**src/rtl/waveshaper_voice_scheduler.sv**
```systemverilog
// Time-multiplexes one shared waveshaper across NUM_VOICES voices per sample.
// Optional build macro WAVESHAPER_SCHED_SATURATE_EN: saturating sum mix.
module waveshaper_voice_scheduler #(
  parameter int NUM_VOICES = 4,
  parameter int ACC_W      = 8 + $clog2(NUM_VOICES)
) (
  input  logic                      clk,
  input  logic                      rst,
  input  logic                      sample_tick,
  input  logic [NUM_VOICES-1:0]     voice_en,
  input  logic [2*NUM_VOICES-1:0]   voice_mode,
  input  logic [16*NUM_VOICES-1:0]  voice_step,
  output logic [7:0]                ws_quotient,
  output logic [1:0]                ws_mode,
  input  logic [7:0]                ws_sample,
  output logic [7:0]                mix_out,
  output logic                      mix_valid,
  output logic                      busy,
  output logic                      overrun
);

  localparam int IW = $clog2(NUM_VOICES);

  typedef enum logic {
    IDLE,
    SCAN
  } state_t;

  state_t state;
  state_t state_nxt;

  logic [IW-1:0]    idx;
  logic [ACC_W-1:0] acc;
  logic [15:0]      phase [NUM_VOICES];

  logic             cur_en;
  logic [1:0]       cur_mode;
  logic [15:0]      cur_step;
  logic             last;
  logic [ACC_W-1:0] sum;
  logic [ACC_W-1:0] avg;
  logic [7:0]       mix_f;

  assign cur_en   = voice_en[idx];
  assign cur_mode = voice_mode[{idx, 1'b0} +: 2];
  assign cur_step = voice_step[{idx, 4'b0000} +: 16];
  assign last     = (idx == IW'(NUM_VOICES - 1));
  assign sum      = acc + ACC_W'(ws_sample);
  assign avg      = sum >> IW;
  assign busy     = (state == SCAN);

`ifdef WAVESHAPER_SCHED_SATURATE_EN
  assign mix_f = (sum > ACC_W'(255)) ? 8'hFF : sum[7:0];
`else
  assign mix_f = avg[7:0];
`endif

  // State register
  always_ff @(posedge clk) begin
    if (rst) state <= IDLE;
    else     state <= state_nxt;
  end

  // Next state and waveshaper input decode
  always_comb begin
    state_nxt   = state;
    ws_quotient = 8'h00;
    ws_mode     = 2'b11;
    unique case (state)
      IDLE: begin
        if (sample_tick) state_nxt = SCAN;
      end
      SCAN: begin
        if (cur_en) begin
          ws_quotient = phase[idx][15:8];
          ws_mode     = cur_mode;
        end
        if (last) state_nxt = IDLE;
      end
      default: state_nxt = IDLE;
    endcase
  end

  // Phase, accumulator, mix and overrun datapath
  always_ff @(posedge clk) begin
    if (rst) begin
      idx       <= '0;
      acc       <= '0;
      mix_out   <= 8'h00;
      mix_valid <= 1'b0;
      overrun   <= 1'b0;
      for (int v = 0; v < NUM_VOICES; v++) phase[v] <= 16'h0000;
    end else begin
      mix_valid <= 1'b0;
      if (state == SCAN && sample_tick) overrun <= 1'b1;
      unique case (state)
        IDLE: begin
          if (sample_tick) begin
            idx <= '0;
            acc <= '0;
          end
        end
        SCAN: begin
          acc <= sum;
          if (cur_en) phase[idx] <= phase[idx] + cur_step;
          else        phase[idx] <= 16'h0000;
          if (last) begin
            mix_out   <= mix_f;
            mix_valid <= 1'b1;
          end else begin
            idx <= idx + 1'b1;
          end
        end
        default: ;
      endcase
    end
  end

endmodule

```
**config.mk**
```make
export PLATFORM = sky130hd
export DESIGN_NAME = waveshaper_voice_scheduler
export DESIGN_NICKNAME = d
export VERILOG_FILES = /design/src/rtl/waveshaper_voice_scheduler.sv
export SDC_FILE = /design/constraint.sdc
export NUM_CORES = 1
export LEC_CHECK = 0
export CORE_ASPECT_RATIO = 1.5
export CORE_MARGIN = 2
export CORE_UTILIZATION = 52
export DETAILED_ROUTE_END_ITERATION = 10
export GPL_TIMING_DRIVEN = 0
export HOLD_SLACK_MARGIN = 0.06
export PLACE_DENSITY_LB_ADDON = 0.15
export SYNTH_ARGS = -nofsm -noshare
export SYNTH_HDL_FRONTEND = slang
export SYNTH_SLANG_ARGS = --single-unit
```
**constraint.sdc**
```tcl
create_clock -name clk -period 4.15 [get_ports clk]
set_clock_uncertainty 0.2 [all_clocks]
set_input_delay 1.245 -clock clk [delete_from_list [all_inputs] [get_ports clk]]
set_output_delay 1.245 -clock clk [all_outputs]
set_load 0.01 [all_outputs]
```
# After elaboration in Yosys (flattened, before gate mapping)
# Memories as Yosys holds them, arrays and structs flattened. A register that Yosys moved wholly into a read port is not among the register bits.
# Index checks and enable logic that the tools add are counted.
# totals
elab_cells,54
ff_bits,23
latchBits,0
output_inout_bits,21
inputBits,87
rom_bits,0
n_memories,1
mem_bits_rw,64
# mem_list
name,depth,width,rd,rd_clocked_by_memory_dff,wr,line,rtl
phase,4,16,1,1,4,34,logic [15:0] phase [NUM_VOICES];
# op_classes
n_reduce_logical,5
addsub,3
mul,0
n_bitwise,2
n_shift,2
order_cmp,1
eq_ne,3
mux,31
div_mod_pow,0
# op_table
operator,count
$shiftx A64 B7 Y16,1
$mux W16,2
$pmux W10 S2,1
$add A16 B16 Y16,1
$mux W8,2
$reduce_or A16 Y1,1
$mux W1,15
$mux W2,7
$add A10 B8 Y10,1
$mux W10,1
$shiftx A8 B4 Y2,1
$ne A2 B2 Y1 const B,2
$pmux W2 S2,1
$reduce_and A2 Y1,2
$lt A2 B3 Y1 const B,1
$add A2 B1 Y2 const B,1
$bmux W1 S2,1
$eq A2 B2 Y1 const B,1
$pmux W1 S2,1
$reduce_or A2 Y1,1
$logic_and A1 B1 Y1,1
$not A1 Y1,1
$or A1 B1 Y1,1

# Depth between registers and ports, before layout
# Gate-level depths: netlist of run 1.
# depth
depth_word,9
depth_mapped,11
depth_no_buf,8

# Worst setup path after synthesis of run 1
# No wires, ideal clock.
# synth_timing
path_kind,input to register
start,input voice_step[48]
end,"memory phase[0][12], data pin"
path_slack_ps,222
arrival_time_ps,3458
stages,8
required_ps,3679
setup_time_ps,271
path_buffers,0
path_cell_list,mux4_2 -> ha_1 -> fa_1 -> a21o_1 -> a311o_1 -> a31o_2 -> a31oi_1 -> nor3_1
# synth_lines
element,line,rtl
"start, declared",12,"input logic [16*NUM_VOICES-1:0] voice_step,"
"end, declared",34,

# Final worst setup path of run 1
# layout_timing
start,input voice_en[3]
end,output ws_quotient[0]
# layout_via
elab_chain_len,4
# layout_rtl
element,line,rtl
"start, declared",10,"input logic [NUM_VOICES-1:0] voice_en,"
$bmux W1 S2,44,assign cur_en = voice_en[idx];
$mux W1 (implied by the code),44,
$mux W8,74,if (cur_en) begin
$mux W8,69,unique case (state)
"end, declared",13,"output logic [7:0] ws_quotient,"
# Every way passes these cells. The select of a mux whose other input is x is not followed.

==> results of run 1 <==
logic make-up after synthesis:
family / share of synthesized area, %
compound gates: 11.50
xor+xnor: 1.782
fa+ha+maj: 6.296
buf+inv: 3.009
flops: 44.81
mux: 16.25
simple gates: 16.34
metrics by stage:
step | area (um2) | std cells | utilization (%) | TNS (ns)
after floorplan | 5405 | 484 | - | 0
after global placement | 6603 | 706 | 65.15 | -12.93
after detailed placement | 6603 | 706 | 65.15 | -14.31
after CTS | 6932 | 727 | 68.40 | -0.2536
after global routing | 6989 | 728 | 68.96 | 0
final | 6989 | 728 | 68.96 | -0.0008082
layout make-up:
class                   instances  area (um2)  share of cell area (%)
clock buffers                  13       281.5                   4.028
plain buffers                  24       125.1                   1.790
well taps                     117       146.4                   2.095
repair buffers                111        1052                   15.06
multi-input cells             356        2884                   41.26
clock inverters                 3       21.27                  0.3043
inverters                      15       56.30                  0.8056
flip-flops and latches         89        2422                   34.66
state kept, by name, indices dropped and copies added, names as in the netlist, named ones only:
| signal | count |
|---|---|
| phase | 64 |
| acc | 10 |
| mix_out | 8 |
| idx | 2 |
| busy | 1 |
| mix_valid | 1 |
| overrun | 1 |
cell usage after synthesis (all sizes together) (9+ instances only):
| master | number |
|---|---|
| mux4 | 35 |
| nand3 | 12 |
| nor2 | 47 |
| ha | 24 |
| dfxtp | 25 |
| edfxtp | 64 |
| and2 | 9 |
| o21ai | 19 |
| nand2 | 36 |
| nor3 | 24 |
| a21oi | 33 |
| a21o | 9 |
| mux2i | 9 |
| inv | 15 |
| clkbuf | 16 |
| and3 | 16 |
worst max path at each step:
| stage | start | to | depth (start not counted) |
|---|---|---|---|
| after floorplan | voice_step[48] | phase[0][12] | 8 |
| after global placement | voice_en[0] | ws_quotient[0] | 5 |
| after detailed placement | voice_en[0] | ws_quotient[0] | 5 |
| after CTS | voice_step[48] | phase[0][10] | 9 |
| after global routing | voice_en[3] | ws_quotient[0] | 5 |
| final | voice_en[3] | ws_quotient[0] | 5 |
worst max-delay path, stage by stage:
cell and delay (ns):
clkdlybuf4s50_1 0.39, mux4_2 0.58, buf_8 0.18, and3_4 0.16, buf_2 0.14
power groups by stage:
stage	logic, mW	registers [mW]	clock network, mW
after floorplan	0.405	1.03	0
after global placement	0.591	1.03	0
after detailed placement	0.606	1.03	0
after CTS	0.625	1.01	0.814
after global routing	0.708	1.02	0.851
final	0.659	1.01	0.810
placed cells by master, fill, tap and decap left out, drive strengths merged, types with 12 or more instances in the layout:
| cell type | instances |
|---|---|
| nor2 | 47 |
| mux4 | 35 |
| a21oi | 33 |
| buf | 23 |
| edfxtp | 64 |
| nor3 | 24 |
| and3 | 16 |
| o21ai | 19 |
| ha | 24 |
| nand3 | 12 |
| inv | 15 |
| dfxtp | 25 |
| clkbuf | 30 |
| clkdlybuf4s50 | 92 |
| nand2 | 36 |
routing by layer:
metal	routed length (um)	vias up	track usage [%]
met5	0	-	0
met3	949	34	4.362
met1	5399	2162	29.61
met4	495	0	12.94
met2	8280	234	50.85
li1	-	2087	-
repair_timing:
item | CTS | global route
gates resized for setup | 53 | 14
hold buffers | 0 | 0
endpoints found under the setup margin | 26 | 28
buffers inserted | 4 | 1
pin swaps | 0 | 5
cloned | 1 | 0
==> impl_metrics.yaml, run 1 <==
outcome:
  outcome: "complete, but fails checks"
  violations: "setup timing"
power_and_ir_drop:
  swShare_pct: 28.28
  fin_total_pwr_mw: 2.481
  seq_power_share_pct: 40.8
  irDropWorstVdd_mv: 0.2356
  pwr-share-clk_pct: 32.7
  power.switching_mw: 0.7018
  p_comb_share_pct: 26.6
  internal-power_mw: 1.779
  powerDensity_nw_per_um2: 355.0
  p_leak_nw: 2.667
critical_path:
  crit_type: "in2out"
  startpoint_type: "input port"
  rrSetupSlack_ns: 0.17
  critPathCaptureType: "output pin"
  reg2reg_to: "phase[1][15]"
  r2r_start: "idx[0]"
  cp.required_ns: 2.70
  arrival_ns: 2.71
  worstRegToRegCells: 10
  worst-path-max-fanout: 5
sta:
  setup_viol: 2
  slew_headroom_pct: 38.96
  rsz0062_at_grt: "false"
  fin_ws_ns: -0.0004152
  worst_pin_slew_ns: 0.9133
  slew_viol_final: 0
  hold_violations: 0
  layout_min_cycle_time_ns: 4.150
  fmax_ghz: 0.2409
  finalCritPeriodShare_pct: 100.0
  whs_ns: 0.2735
yosys:
  ys_warn_count: 0
  synthFlopType: "edfxtp_1"
  synth-async-reset-ratio_pct: 0
  ys_ff_latch: 89
  yosysTopAreaCell: "edfxtp_1"
  synth.net_count: 597
  synthCells: 484
  yosysUniqueCellTypes: 46
  ys_seq_area_share_pct: 44.81
  syn-cell-area_um2: 5405
  synth_area_leaders: "edfxtp_1 (36%), mux4_2 (15%), dfxtp_1 (9.3%)"
  syn_avg_cell_area_um2: 11.17
  synth_edf_count: 64
  synth_top_area_share_pct: 35.56
finish:
  fin_nets: 719
  syn2layout_area_growth_pct: 29.31
  final_layout_size_suffix_gt1_share_pct: 15.22
  diodes: 0
  fill_cells: 751
global_routing:
  grt-ovfl-total: 0
  grt_pass1_wl_um: 22870
  antenna_found_initial: 0
  grt_max_degree: 17
  grt_pass1_vias: 4733
  grt_usage_pct: 27.38
floorplan:
  initial_utilization_pct: 53.33
  core-area_um2: 10130
  core.rowCount: 45
  pin_count: 108
  die_h_um: 128.9
  die_x_um: 87.25
  die-area_um2: 11240
clocking:
  root_buffer: "clkbuf_16"
  tritoncts: "built"
  cts-buffers-inserted: 9
  clockBufferDepth: 2
  clk_pin_slew_worst_paths_ns: 0.06
  cts_max_level: 3
  insertion_delay_ns: 0.34
  clock-sinks: 89
drt:
  wirelength_um: 15120
  drt_iter0_markers: 246
  vias: 4517
  vias_per_cell: 6.205
  drc: 0
  drt-pass1-iter-count: 7
  final_antenna_net_count: 0
  wl_per_cell_um: 20.77
worst_hold_path:
  whs_path_depth: 2
  holdPathEnd: "mix_out[4]"
  min_path_type: "reg2reg"
  holdCritStartpoint: "mix_out[4]"
placement:
  gp_congestion: 0.9857
  port_buffers: 105
  place_ws_ns: -0.6482
  post-dp-hpwl_um: 10950
job:
  maxCapViolCount: 0
(Power assumes the default switching activity.)
==> inputs of run 2 (changes only) <==
--- a/config.mk
+++ b/config.mk
@@ -5,6 +5,7 @@
 export SDC_FILE = /design/constraint.sdc
 export NUM_CORES = 1
 export LEC_CHECK = 0
+export CAP_MARGIN = 20
 export CORE_ASPECT_RATIO = 1.5
 export CORE_MARGIN = 2
 export CORE_UTILIZATION = 52
==> results of run 2 <==
Same layout as run 1: the final DEF is identical, and so are final timing and power.
